$ cat src/rtl/vga_timing_gen.sv
// Two-axis VGA timing generator advanced by a pixel-tick enable.
// Timing offered on the cfg port is validated, held in a shadow set and applied only at a frame boundary.
module vga_timing_gen #(
  parameter int H_WIDTH      = 12,
  parameter int V_WIDTH      = 11,
  parameter bit HSYNC_POL    = 1'b0,
  parameter bit VSYNC_POL    = 1'b0,
  parameter int DEF_H_ACTIVE = 640,
  parameter int DEF_H_FP     = 16,
  parameter int DEF_H_SYNC   = 96,
  parameter int DEF_H_BP     = 48,
  parameter int DEF_V_ACTIVE = 480,
  parameter int DEF_V_FP     = 10,
  parameter int DEF_V_SYNC   = 2,
  parameter int DEF_V_BP     = 33
) (
  input  logic               clk,
  input  logic               rst_n,
  input  logic               enable,
  input  logic               cfg_valid,
  output logic               cfg_ready,
  input  logic [H_WIDTH-1:0] cfg_h_active,
  input  logic [H_WIDTH-1:0] cfg_h_fp,
  input  logic [H_WIDTH-1:0] cfg_h_sync,
  input  logic [H_WIDTH-1:0] cfg_h_bp,
  input  logic [V_WIDTH-1:0] cfg_v_active,
  input  logic [V_WIDTH-1:0] cfg_v_fp,
  input  logic [V_WIDTH-1:0] cfg_v_sync,
  input  logic [V_WIDTH-1:0] cfg_v_bp,
  output logic               cfg_err,
  output logic               hsync,
  output logic               vsync,
  output logic               active,
  output logic [H_WIDTH-1:0] x,
  output logic [V_WIDTH-1:0] y,
  output logic               line_start,
  output logic               frame_start
);

  localparam int HX = H_WIDTH + 2;
  localparam int VX = V_WIDTH + 2;
  localparam logic [HX-1:0] H_LIMIT = {2'b01, {H_WIDTH{1'b0}}};
  localparam logic [VX-1:0] V_LIMIT = {2'b01, {V_WIDTH{1'b0}}};

  typedef struct packed {
    logic [H_WIDTH-1:0] ha, hfp, hs, hbp;
    logic [V_WIDTH-1:0] va, vfp, vs, vbp;
  } timing_t;

  localparam timing_t DEF_TIMING = '{
    ha:  H_WIDTH'(DEF_H_ACTIVE), hfp: H_WIDTH'(DEF_H_FP),
    hs:  H_WIDTH'(DEF_H_SYNC),   hbp: H_WIDTH'(DEF_H_BP),
    va:  V_WIDTH'(DEF_V_ACTIVE), vfp: V_WIDTH'(DEF_V_FP),
    vs:  V_WIDTH'(DEF_V_SYNC),   vbp: V_WIDTH'(DEF_V_BP)
  };

  typedef enum logic [1:0] {CFG_IDLE, CFG_CHECK, CFG_PEND} cfg_state_t;

  // Totals carry two guard bits so four full-scale fields cannot wrap.
  function automatic logic [HX-1:0] h_sum(input timing_t t);
    return HX'(t.ha) + HX'(t.hfp) + HX'(t.hs) + HX'(t.hbp);
  endfunction

  function automatic logic [VX-1:0] v_sum(input timing_t t);
    return VX'(t.va) + VX'(t.vfp) + VX'(t.vs) + VX'(t.vbp);
  endfunction

  timing_t            work_q, shadow_q;
  cfg_state_t         state_q;
  logic [H_WIDTH-1:0] hcnt_q, hcnt_d, x_q;
  logic [V_WIDTH-1:0] vcnt_q, vcnt_d, y_q;
  logic               hsync_q, vsync_q, active_q, line_start_q, frame_start_q;
  logic               cfg_ready_q, cfg_err_q;

  logic [HX-1:0] h_total, h_sync_beg, h_sync_end, hcnt_x, sh_h_total;
  logic [VX-1:0] v_total, v_sync_beg, v_sync_end, vcnt_x, sh_v_total;
  logic          h_last, v_last, frame_end, in_hsync, in_vsync, shadow_ok, apply;

  assign h_total    = h_sum(work_q);
  assign h_sync_beg = HX'(work_q.ha) + HX'(work_q.hfp);
  assign h_sync_end = h_sync_beg + HX'(work_q.hs);
  assign hcnt_x     = HX'(hcnt_q);
  assign h_last     = (hcnt_x + HX'(1)) == h_total;
  assign in_hsync   = (hcnt_x >= h_sync_beg) && (hcnt_x < h_sync_end);

  assign v_total    = v_sum(work_q);
  assign v_sync_beg = VX'(work_q.va) + VX'(work_q.vfp);
  assign v_sync_end = v_sync_beg + VX'(work_q.vs);
  assign vcnt_x     = VX'(vcnt_q);
  assign v_last     = (vcnt_x + VX'(1)) == v_total;
  assign in_vsync   = (vcnt_x >= v_sync_beg) && (vcnt_x < v_sync_end);

  assign frame_end  = enable && h_last && v_last;

  assign sh_h_total = h_sum(shadow_q);
  assign sh_v_total = v_sum(shadow_q);
  assign shadow_ok  = (shadow_q.ha != '0) && (shadow_q.hfp != '0) &&
                      (shadow_q.hs != '0) && (shadow_q.hbp != '0) &&
                      (shadow_q.va != '0) && (shadow_q.vfp != '0) &&
                      (shadow_q.vs != '0) && (shadow_q.vbp != '0) &&
                      (sh_h_total <= H_LIMIT) && (sh_v_total <= V_LIMIT);

  // A shadow captured on this very edge is still in CFG_IDLE, so it waits a full frame.
  assign apply = frame_end && ((state_q == CFG_CHECK && shadow_ok) || state_q == CFG_PEND);

  always_comb begin
    hcnt_d = hcnt_q;
    vcnt_d = vcnt_q;
    if (enable) begin
      if (h_last) begin
        hcnt_d = '0;
        vcnt_d = v_last ? '0 : vcnt_q + V_WIDTH'(1);
      end else begin
        hcnt_d = hcnt_q + H_WIDTH'(1);
      end
    end
  end

  always_ff @(posedge clk) begin
    if (!rst_n) begin
      work_q        <= DEF_TIMING;
      hcnt_q        <= '0;
      vcnt_q        <= '0;
      hsync_q       <= ~HSYNC_POL;
      vsync_q       <= ~VSYNC_POL;
      active_q      <= 1'b0;
      x_q           <= '0;
      y_q           <= '0;
      line_start_q  <= 1'b0;
      frame_start_q <= 1'b0;
    end else begin
      hcnt_q        <= hcnt_d;
      vcnt_q        <= vcnt_d;
      line_start_q  <= 1'b0;
      frame_start_q <= 1'b0;
      if (enable) begin
        hsync_q       <= in_hsync ? HSYNC_POL : ~HSYNC_POL;
        vsync_q       <= in_vsync ? VSYNC_POL : ~VSYNC_POL;
        active_q      <= (hcnt_q < work_q.ha) && (vcnt_q < work_q.va);
        x_q           <= hcnt_q;
        y_q           <= vcnt_q;
        line_start_q  <= (hcnt_q == '0);
        frame_start_q <= (hcnt_q == '0) && (vcnt_q == '0);
      end
      if (apply) begin
        work_q <= shadow_q;
      end
    end
  end

  always_ff @(posedge clk) begin
    if (!rst_n) begin
      state_q     <= CFG_IDLE;
      shadow_q    <= DEF_TIMING;
      cfg_ready_q <= 1'b1;
      cfg_err_q   <= 1'b0;
    end else begin
      cfg_err_q <= 1'b0;
      case (state_q)
        CFG_IDLE: begin
          if (cfg_valid) begin
            shadow_q    <= '{ha: cfg_h_active, hfp: cfg_h_fp, hs: cfg_h_sync, hbp: cfg_h_bp,
                             va: cfg_v_active, vfp: cfg_v_fp, vs: cfg_v_sync, vbp: cfg_v_bp};
            cfg_ready_q <= 1'b0;
            state_q     <= CFG_CHECK;
          end
        end
        CFG_CHECK: begin
          if (!shadow_ok) begin
            cfg_err_q   <= 1'b1;
            cfg_ready_q <= 1'b1;
            state_q     <= CFG_IDLE;
          end else if (frame_end) begin
            cfg_ready_q <= 1'b1;
            state_q     <= CFG_IDLE;
          end else begin
            state_q <= CFG_PEND;
          end
        end
        CFG_PEND: begin
          if (frame_end) begin
            cfg_ready_q <= 1'b1;
            state_q     <= CFG_IDLE;
          end
        end
        default: state_q <= CFG_IDLE;
      endcase
    end
  end

  assign cfg_ready   = cfg_ready_q;
  assign cfg_err     = cfg_err_q;
  assign hsync       = hsync_q;
  assign vsync       = vsync_q;
  assign active      = active_q;
  assign x           = x_q;
  assign y           = y_q;
  assign line_start  = line_start_q;
  assign frame_start = frame_start_q;

endmodule

$ cat config.mk
export PLATFORM = sky130hd
export DESIGN_NAME = vga_timing_gen
export DESIGN_NICKNAME = d
export VERILOG_FILES = /design/src/rtl/vga_timing_gen.sv
export SDC_FILE = /design/constraint.sdc
export NUM_CORES = 1
export LEC_CHECK = 0
export BUFFER_PORTS_ARGS = -buffer_cell sky130_fd_sc_hd__buf_2
export CORE_ASPECT_RATIO = 1.1
export CORE_MARGIN = 2
export CORE_UTILIZATION = 57
export DETAILED_ROUTE_END_ITERATION = 12
export GPL_TIMING_DRIVEN = 0
export PLACE_DENSITY = 0.76
export SYNTH_ARGS = -nofsm -noshare
export SYNTH_HDL_FRONTEND = slang
export SYNTH_SLANG_ARGS = --single-unit
$ cat constraint.sdc
create_clock -name clk -period 6.73 [get_ports clk]
set_input_delay 1.346 -clock clk [delete_from_list [all_inputs] [get_ports clk]]
set_output_delay 1.346 -clock clk [all_outputs]
set_load 0.01 [all_outputs]
==> reports/qor.yml, run 1 <==
placed_design:
  pre_cts_ws_ps: 158
  gp_congestion: 0.982
  dp_hpwl_um: 40100
  io_buffers: 124
synth:
  synth_area_um2: 16600
  synth_nets: 2330
  synth-seq-cells: 239
  synth_edf_count: 0
  async_reset_ff_frac: 0
  ys.flop_type: "dfxtp_1"
  synth_cell_type_count: 76
  synth-seq-area-share: 0.288
  avgSynthCellArea_um2: 8.24
  synth_cells: 2015
  yosys_warnings: 0
pwr:
  p_int_mw: 3.10
  switching_power_mw: 1.95
  seqPwrFrac: 0.349
  sw_frac_of_total: 0.386
  power_frac_comb: 0.370
  power_density_nw_per_um2: 272
  ir_worst_vdd_mv: 0.224
  leakagePower_nw: 8.22
  clockPowerShare: 0.281
floorplan:
  rows: 65
  die_h_um: 183
  coreArea_um2: 28700
  start_util: 0.578
  die_x_um: 167
  die_area_um2: 30500
  pin_count: 126
global_routing:
  grt_overflow: 0
  grt_start_max_net_pins: 16
  grt_pass1_wl_um: 78300
  grt_pass1_vias: 14859
  grtUsageTotal: 0.319
  antenna_found_initial: 0
timing:
  worst_slack_ps: 387
  finalClockSkew_ps: 13.8
  fmax_ghz: 0.158
  whs_ps: 480
  fin_crit_sh: 0.943
  hold_violations: 0
  relSlewSlack: 0.342
  drv_slew: 0
  tightest_slew_ps: 988
  setup_viol: 0
  min_period_ps: 6340
status:
  status: "completed"
critical_path:
  end_kind: "flip-flop"
  critical_path_class: "reg2reg"
  crit_required_ps: 7120
  cp_max_fo: 10
  cp_data_arrival_time_ps: 6730
  worst_path_most_repeated_cell: "a21oi_1"
  cp_slowest_stage_delay_ps: 440
  critical_path.startpoint_type: "flip-flop"
  critical-path-slowest-cell: "or3_4"
route:
  vias: 15460
  first_pass_iters: 6
  drc: 0
  drt-total-wl_um: 49800
  via_per_inst: 6.06
  drt_iter0_markers: 1415
  ant_nets: 0
  route.detailed.wl_per_inst_um: 19.5
layout:
  diodes: 0
  nNetsFinal: 2481
  layout-drive-gt1-share: 0.104
  syn2layout_area_growth_pct: 12.0
  n_fill_cell: 2539
  final_common_cell: "nand2_1"
  layout_common_cells: "252 x nand2_1, 239 x dfxtp_1, 227 x a21oi_1, 167 x ha_1, 145 x buf_2"
  final_core_util: 0.648
clock_tree:
  cts_tree: "built"
  cts_hold_buf: 0
  cts_max_level: 1
  cts_root_buf: "clkbuf_16"
  cts_max_path_buffers: 3
  clock_sinks: 239
  clk_pin_slew_worst_paths_ps: 70
  clk_latency_ps: 540
  cts_made_buffers: 25
job:
  drv_cap: 0
min_path:
  hold_class: "reg2reg"
==> path summary, 6_finish.rpt <==
path,start,slack (ps),cells after the start,endpoint
worst max-delay path,work_q[80]$_SDFFE_PN0P_,390,30,work_q[25]$_SDFFE_PN1P_
worst min-delay path,active$_SDFFE_PN0P_,480,1,active$_SDFFE_PN0P_
worst max register to register,work_q[80]$_SDFFE_PN0P_,390,30,work_q[25]$_SDFFE_PN1P_
worst min register to register,active$_SDFFE_PN0P_,480,1,active$_SDFFE_PN0P_
==> timing repair <==
action | CTS | global route
resized for setup | 0 | 32
setup buffers | 0 | 0
setup endpoints to repair | 0 | 111
==> area by class of cell <==
| type | instances | area [um^2] | area share |
|---|---|---|---|
| clock inverters | 14 | 161 | 0.00868 |
| plain buffers | 117 | 526 | 0.0283 |
| well taps | 368 | 460 | 0.0248 |
| inverters | 105 | 394 | 0.0212 |
| multi-input cells | 1554 | 11000 | 0.590 |
| flip-flops and latches | 239 | 4780 | 0.257 |
| clock buffers | 31 | 668 | 0.0359 |
| repair buffers | 124 | 621 | 0.0334 |
==> logic make-up after synthesis <==
logic type / count (synthesis) / synth area share
simple gates: 628 / 0.187
compound gates: 568 / 0.206
flops: 239 / 0.288
buf+inv: 222 / 0.0543
fa+ha+maj: 219 / 0.189
xor+xnor: 110 / 0.0581
mux: 29 / 0.0175
==> stage by stage <==
step	TNS (ps)	area (um^2)	std cells	power (mW)
final	0	18600	2552	5.05
after CTS	0	18500	2552	5.03
after global placement	0	17700	2507	3.57
after global routing	-4.84	18600	2552	5.34
after detailed placement	0	17700	2507	3.61
after floorplan	0	16600	2015	3.08
==> critical path: cells and delay by family (launching register included) <==
kind                       cells  cell delay, ps
DFF                            1             380
buffers and inverters          3             490
xor gates and xnor gates       2             390
AOI/OAI and AO/OA             12            2150
and+or+nand+nor                9            1540
adders and majority gates      4            1220
==> per-layer routing <==
| metal | routed length, um | part of all wire | vias to the layer above | global-route usage |
|---|---|---|---|---|
| met4 | 1820 | 0.037 | 0 | 0.114 |
| li1 | - | - | 7529 | - |
| met5 | 0 | 0 | - | 0 |
| met1 | 21800 | 0.44 | 7245 | 0.426 |
| met2 | 22800 | 0.46 | 554 | 0.532 |
| met3 | 3420 | 0.069 | 132 | 0.0425 |
==> cell usage after synthesis, types with 7 or more instances <==
library cell	n	area share
nand2_1	252	0.057
dfxtp_1	239	0.29
a21oi_1	230	0.069
ha_1	167	0.13
o21ai_0	128	0.039
inv_1	105	0.024
nand4_1	99	0.037
clkbuf_1	81	0.018
nor2_1	75	0.017
xnor2_1	68	0.036
nand3_1	60	0.018
fa_1	52	0.063
a21o_1	49	0.022
xor2_1	42	0.022
mux2i_1	29	0.017
nor4_1	29	0.011
o21a_1	28	0.013
buf_2	23	0.0069
a31oi_1	21	0.0079
nor3_1	21	0.0063
nand2b_1	19	0.0072
a211oi_1	13	0.0059
and3_1	12	0.0045
o31ai_1	12	0.0054
nor2b_1	11	0.0041
o21bai_1	11	0.0050
o21ai_1	10	0.0030
o211ai_1	9	0.0041
nand3b_1	7	0.0032
or3_1	7	0.0026
or4_1	7	0.0032
==> sequential cells by signal, summed over array words and instances (netlist names), 2 cells and up <==
name / flops
state_q: 2
x: 12
hcnt_q: 12
y: 11
shadow_q: 92
vcnt_q: 11
work_q: 92
==> power by group through the flow <==
| stage | Clock, mW | Sequential (mW) | Combinational (mW) |
|---|---|---|---|
| 3_3_place_gp | 0 | 1.78 | 1.79 |
| 6_report | 1.42 | 1.76 | 1.87 |
| 4_1_cts | 1.42 | 1.75 | 1.85 |
| 3_5_place_dp | 0 | 1.78 | 1.83 |
| 2_1_floorplan | 0 | 1.69 | 1.39 |
| 5_1_grt | 1.48 | 1.78 | 2.08 |
Note: power is estimated with default switching activity, not from simulation.
==> run 2, diff against run 1 <==
--- a/config.mk
+++ b/config.mk
@@ -6,12 +6,15 @@
 export NUM_CORES = 1
 export LEC_CHECK = 0
 export BUFFER_PORTS_ARGS = -buffer_cell sky130_fd_sc_hd__buf_2
+export CELL_PAD_IN_SITES_DETAIL_PLACEMENT = 2
+export CELL_PAD_IN_SITES_GLOBAL_PLACEMENT = 2
 export CORE_ASPECT_RATIO = 1.1
 export CORE_MARGIN = 2
-export CORE_UTILIZATION = 57
+export CORE_UTILIZATION = 37
 export DETAILED_ROUTE_END_ITERATION = 12
 export GPL_TIMING_DRIVEN = 0
-export PLACE_DENSITY = 0.76
+export PLACE_DENSITY_LB_ADDON = 0.1
+export SETUP_SLACK_MARGIN = 0.2
 export SYNTH_ARGS = -nofsm -noshare
 export SYNTH_HDL_FRONTEND = slang
 export SYNTH_SLANG_ARGS = --single-unit
==> reports/qor.yml, run 2 (synthesized netlist as in run 1, its figures left out) <==
pwr:
  ir_worst_vdd_mv: 0.207  # -7.8%
  power_density_nw_per_um2: 284  # +4.4%
  leakagePower_nw: 8.50  # +3.4%
global_routing:
  grt_pass1_wl_um: 103000  # +32%
  grt_pass1_vias: 17601  # +18%
  antenna_found_initial: 0  # unchanged
  grt_overflow: 0  # unchanged
  grtUsageTotal: 0.289  # -0.0303
  grt_start_max_net_pins: 14  # -2
critical_path:
  crit_required_ps: 7120  # about the same
  critical_path_class: "reg2reg"
  end_kind: "flip-flop"
  r2r_end: "work_q[72]$_SDFFE_PN1P_"
  cp_data_arrival_time_ps: 6660  # -70 ps
  cp_max_fo: 10  # unchanged
  rr_worst_depth: 30  # unchanged
  r2r_start: "work_q[68]$_SDFFE_PN0P_"
  ff2ff_setup_slack_ps: 450  # +70 ps
  critical-path-slowest-cell: "or3_4"
  critical_path.startpoint_type: "flip-flop"
  cp_slowest_stage_delay_ps: 410  # -30 ps
  worst_path_most_repeated_cell: "ha_1"
floorplan:
  coreArea_um2: 44400  # +55%
  die_area_um2: 46600  # +53%
  die_h_um: 226  # +24%
  start_util: 0.374  # -0.204
  die_x_um: 206  # +24%
  pin_count: 126  # unchanged
  rows: 81  # +25%
timing:
  whs_ps: 504  # +23.4 ps
  fmax_ghz: 0.159  # +1.1%
  hold_violations: 0  # unchanged
  drv_slew: 0  # unchanged
  relSlewSlack: 0.306  # -0.0361
  worst_slack_ps: 454  # +67.1 ps
  fin_crit_sh: 0.933  # -0.00997
  finalSetupTns_ps: 0  # unchanged
  tightest_slew_ps: 1040  # +54.1 ps
  setup_viol: 0  # unchanged
  rsz0062_at_grt: "no"
  finalClockSkew_ps: 21.2  # +7.43 ps
  min_period_ps: 6280  # -67.1 ps
status:
  status: "completed"
layout:
  n_fill_cell: 5054  # +99%
  diodes: 0  # unchanged
  layout_common_cells: "252 x nand2_1, 238 x dfxtp_1, 219 x a21oi_1, 167 x ha_1, 143 x buf_2"
  final_common_cell: "nand2_1"
  reg_top3: "shadow_q (92), work_q (92)"
  nNetsFinal: 2500  # +0.77%
  syn2layout_area_growth_pct: 16.9
  ff_latch_area_um2: 4790  # about the same
  final_core_util: 0.437  # -0.210
  multi_input_area_um2: 11100  # +1.0%
  layout-drive-gt1-share: 0.133  # +0.0284
route:
  via_per_inst: 5.73  # -5.4%
  drt_iter0_markers: 747  # -47%
  ant_nets: 0  # unchanged
  drc: 0  # unchanged
  drt-total-wl_um: 67000  # +34%
  first_pass_iters: 5  # -1
  route.detailed.wl_per_inst_um: 24.0  # +23%
  vias: 15969  # +3.3%
clock_tree:
  cts_hold_buf: 0  # unchanged
  cts_root_buf: "clkbuf_16"
  cts_made_buffers: 28  # +12%
  cts_max_path_buffers: 3  # unchanged
  clock_sinks: 239  # unchanged
  cts_tree: "built"
  cts_max_level: 1  # unchanged
  clk_latency_ps: 570  # +30 ps
  clk_pin_slew_worst_paths_ps: 60  # about the same
min_path:
  whs_endpoint: "work_q[58]$_SDFFE_PN0P_"
  hold_class: "reg2reg"
  worstHoldPathCells: 2  # +1
  min_from: "work_q[58]$_SDFFE_PN0P_"
placed_design:
  gp_congestion: 0.895  # -8.9%
  pre_cts_ws_ps: -490  # -649 ps
  dp_hpwl_um: 53700  # +34%
  io_buffers: 124  # unchanged
job:
  drv_cap: 0  # unchanged
run 2: worst max path at each step:
| stage | from | endpoint | slack (ps) |
|---|---|---|---|
| floorplan | work_q[22]$_SDFFE_PN0P_ | work_q[12]$_SDFFE_PN1P_ | 1090 |
| CTS | work_q[22]$_SDFFE_PN0P_ | work_q[80]$_SDFFE_PN0P_ | 160 |
| detailed placement | work_q[22]$_SDFFE_PN0P_ | work_q[46]$_SDFFE_PN0P_ | -490 |
| finish | work_q[68]$_SDFFE_PN0P_ | work_q[72]$_SDFFE_PN1P_ | 450 |
| global placement | work_q[80]$_SDFFE_PN0P_ | work_q[90]$_SDFFE_PN0P_ | -230 |
| global route | work_q[68]$_SDFFE_PN0P_ | work_q[72]$_SDFFE_PN1P_ | 130 |
run 2: per-layer routing:
metal / up-vias / GRT usage / share of wire / wire length (um)
met5: - / 0 / 0 / 0
met4: 0 / 0.0756 / 0.026 / 1710
met3: 90 / 0.0247 / 0.034 / 2260
met2: 305 / 0.516 / 0.49 / 33100
met1: 8028 / 0.372 / 0.45 / 29900
li1: 7546 / - / - / -
run 2: layout make-up:
class / instances / share of cell area
multi-input cells: 1554 / 0.571
flip-flops and latches: 239 / 0.247
clock buffers: 43 / 0.0458
repair buffers: 140 / 0.0382
well taps: 581 / 0.0375
plain buffers: 117 / 0.0315
inverters: 105 / 0.0203
clock inverters: 8 / 0.00890
run 2: worst max-delay path, delay by kind of cell, from the launching register on:
| kind | cells | cell delay [ps] |
|---|---|---|
| simple gates | 10 | 1660 |
| xor+xnor | 2 | 420 |
| buf+inv | 3 | 420 |
| flops | 1 | 360 |
| fa+ha+maj | 4 | 1220 |
| compound gates | 11 | 1980 |
run 2: timing repair:
item / CTS / global route
cloned: 0 / 0
buffers inserted: 2 / 14
resized for setup: 50 / 132
pin swaps: 3 / 15
endpoints found under the setup margin: 107 / 118
run 2: power breakdown:
group          switching [mW]  internal, mW  total (mW)
clock network           0.649          1.09        1.74
registers               0.252          1.54        1.79
logic                    1.22         0.750        1.97
total                    2.12          3.38        5.50
run 2: through the flow:
| step | power [mW] | instance area, um^2 | std cells |
|---|---|---|---|
| 2_1_floorplan | 3.08 | 16600 | 2015 |
| 3_3_place_gp | 3.64 | 17900 | 2720 |
| 3_5_place_dp | 3.75 | 17900 | 2720 |
| 4_1_cts | 5.53 | 19100 | 2773 |
| 5_1_grt | 5.85 | 19400 | 2787 |
| 6_report | 5.51 | 19400 | 2787 |
==> run 3, diff against run 2 <==
--- a/config.mk
+++ b/config.mk
@@ -11,6 +11,7 @@
 export CORE_ASPECT_RATIO = 1.1
 export CORE_MARGIN = 2
 export CORE_UTILIZATION = 37
+export CTS_BUF_LIST = sky130_fd_sc_hd__clkbuf_16
 export DETAILED_ROUTE_END_ITERATION = 12
 export GPL_TIMING_DRIVEN = 0
 export PLACE_DENSITY_LB_ADDON = 0.1
==> reports/qor.yml, run 3 (synthesized netlist as in run 1, its figures left out) <==
critical_path:
  cp_slowest_stage_delay_ps: 400  # about the same
  crit_required_ps: 7170  # +50 ps
  critical_path_class: "reg2reg"
  cp_data_arrival_time_ps: 6670  # about the same
  end_kind: "flip-flop"
  cp_max_fo: 10  # unchanged
  critical_path.startpoint_type: "flip-flop"
  critical-path-slowest-cell: "a2111o_1"
  worst_path_most_repeated_cell: "a21oi_2"
floorplan:
  die_area_um2: 46600  # unchanged
  start_util: 0.374  # unchanged
  pin_count: 126  # unchanged
  rows: 81  # unchanged
  die_h_um: 226  # unchanged
  coreArea_um2: 44400  # unchanged
  die_x_um: 206  # unchanged
pwr:
  power_density_nw_per_um2: 279  # -1.8%
  ir_worst_vdd_mv: 0.240  # +16%
  leakagePower_nw: 8.44  # -0.70%
  p_total_mw: 5.36  # -2.6%
clock_tree:
  clk_latency_ps: 570  # about the same
  cts_root_buf: "clkbuf_16"
  cts_hold_buf: 0  # unchanged
  clock_sinks: 239  # unchanged
  cts_tree: "built"
  clk_pin_slew_worst_paths_ps: 60  # about the same
  cts_made_buffers: 28  # unchanged
  cts_max_path_buffers: 3  # unchanged
  cts_max_level: 1  # unchanged
timing:
  min_period_ps: 6230  # -41.0 ps
  finalClockSkew_ps: 19.0  # -2.26 ps
  worst_slack_ps: 495  # +41.0 ps
  drv_slew: 0  # unchanged
  rsz0062_at_grt: "no"
  fin_crit_sh: 0.926  # -0.00610
  relSlewSlack: 0.220  # -0.0856
  hold_violations: 0  # unchanged
  setup_viol: 0  # unchanged
  tightest_slew_ps: 1170  # +128 ps
  fmax_ghz: 0.160  # +0.66%
global_routing:
  grt_pass1_vias: 17556  # -0.26%
  antenna_found_initial: 0  # unchanged
  met1_usage: 0.372  # about the same
  grt_pass1_wl_um: 103000  # -0.40%
  grtUsageTotal: 0.288  # -0.000710
  grt_start_max_net_pins: 14  # unchanged
  grt_overflow: 0  # unchanged
  grtUsageMet3: 0.0234  # -0.00130
  met2_usage: 0.510  # -0.00552
  grt_most_used_layer: "met2"
route:
  first_pass_iters: 5  # unchanged
  route.detailed.wl_per_inst_um: 23.9  # -0.44%
  ant_nets: 0  # unchanged
  drt-total-wl_um: 66700  # -0.44%
  drt_iter0_markers: 778  # +4.1%
  via_per_inst: 5.73  # about the same
  vias: 15976  # +0.044%
  drc: 0  # unchanged
layout:
  multi_input_area_um2: 11100  # -0.17%
  nNetsFinal: 2500  # unchanged
  final_core_util: 0.434  # -0.00333
  final_common_cell: "nand2_1"
  reg_top3: "shadow_q (92), work_q (92)"
  diodes: 0  # unchanged
  syn2layout_area_growth_pct: 16.0
  ff_latch_area_um2: 4790  # unchanged
  layout_common_cells: "252 x nand2_1, 238 x dfxtp_1, 220 x a21oi_1, 167 x ha_1, 147 x buf_2"
  layout-drive-gt1-share: 0.126  # -0.00635
  n_fill_cell: 5064  # +0.20%
placed_design:
  io_buffers: 124  # unchanged
  gp_congestion: 0.895  # unchanged
  dp_hpwl_um: 53700  # unchanged
  pre_cts_ws_ps: -490  # unchanged
status:
  status: "completed"
job:
  drv_cap: 0  # unchanged
min_path:
  hold_class: "reg2reg"
## run 3: changes by cell type in the layout (fill, tap and decap cells not counted), sizes merged
| cell | before | now |
|---|---|---|
| clkbuf | 112 | 101 |
| inv | 106 | 109 |
| buf | 188 | 185 |
| clkinv | 2 | 13 |
## run 3: stage by stage
stage	TNS (ps)	hold WS, ps	cell area [um^2]	std cells
2_1_floorplan	0	454	16600	2015
3_3_place_gp	-7980	466	17900	2720
3_5_place_dp	-36110	483	17900	2720
4_1_cts	0	503	19000	2773
5_1_grt	0	530	19300	2787
6_report	0	499	19300	2787
## run 3: final cells by class
type / count / share of cell area
Buffer: 117 / 0.0308
Clock buffer: 29 / 0.0377
Sequential cell: 239 / 0.249
Timing Repair Buffer: 140 / 0.0385
Inverter: 105 / 0.0205
Multi-Input combinational cell: 1554 / 0.575
Clock inverter: 22 / 0.0117
Tap cell: 581 / 0.0377
## run 3: layer usage
layer	share of wire	wire, um	vias up
met4	0.031	2040	0
met5	0	0	-
met3	0.033	2220	101
li1	-	-	7549
met2	0.49	32600	315
met1	0.45	29800	8011
## run 3: critical path, delay by kind of cell, from the launching register on
family / cells / cell delay, ps
buf+inv: 2 / 360
xor+xnor: 2 / 390
compound gates: 18 / 3210
fa+ha+maj: 4 / 1230
simple gates: 4 / 570
flops: 1 / 330
## run 3: where the power goes
part	internal (mW)	leakage, nW	total (mW)	switching, mW
registers	1.54	1.95	1.79	0.252
logic	0.750	6.02	1.97	1.22
clock network	0.965	0.474	1.61	0.642
## run 3: path summary, 6_finish.rpt
| kind | start | endpoint | slack, ps | depth (start not counted) |
|---|---|---|---|---|
| setup reg to reg | work_q[22]$_SDFFE_PN0P_ | work_q[41]$_SDFFE_PN1P_ | 500 | 30 |
| hold reg to reg | x[3]$_SDFFE_PN0P_ | x[3]$_SDFFE_PN0P_ | 500 | 2 |
| setup / recovery | work_q[22]$_SDFFE_PN0P_ | work_q[41]$_SDFFE_PN1P_ | 500 | 30 |
| hold / removal | x[3]$_SDFFE_PN0P_ | x[3]$_SDFFE_PN0P_ | 500 | 2 |
## run 3: what timing repair did
| item | CTS | global route |
|---|---|---|
| buffers inserted | 2 | 14 |
| resized for setup | 44 | 113 |
| endpoints found under the setup margin | 107 | 118 |
| pin swaps | 3 | 13 |
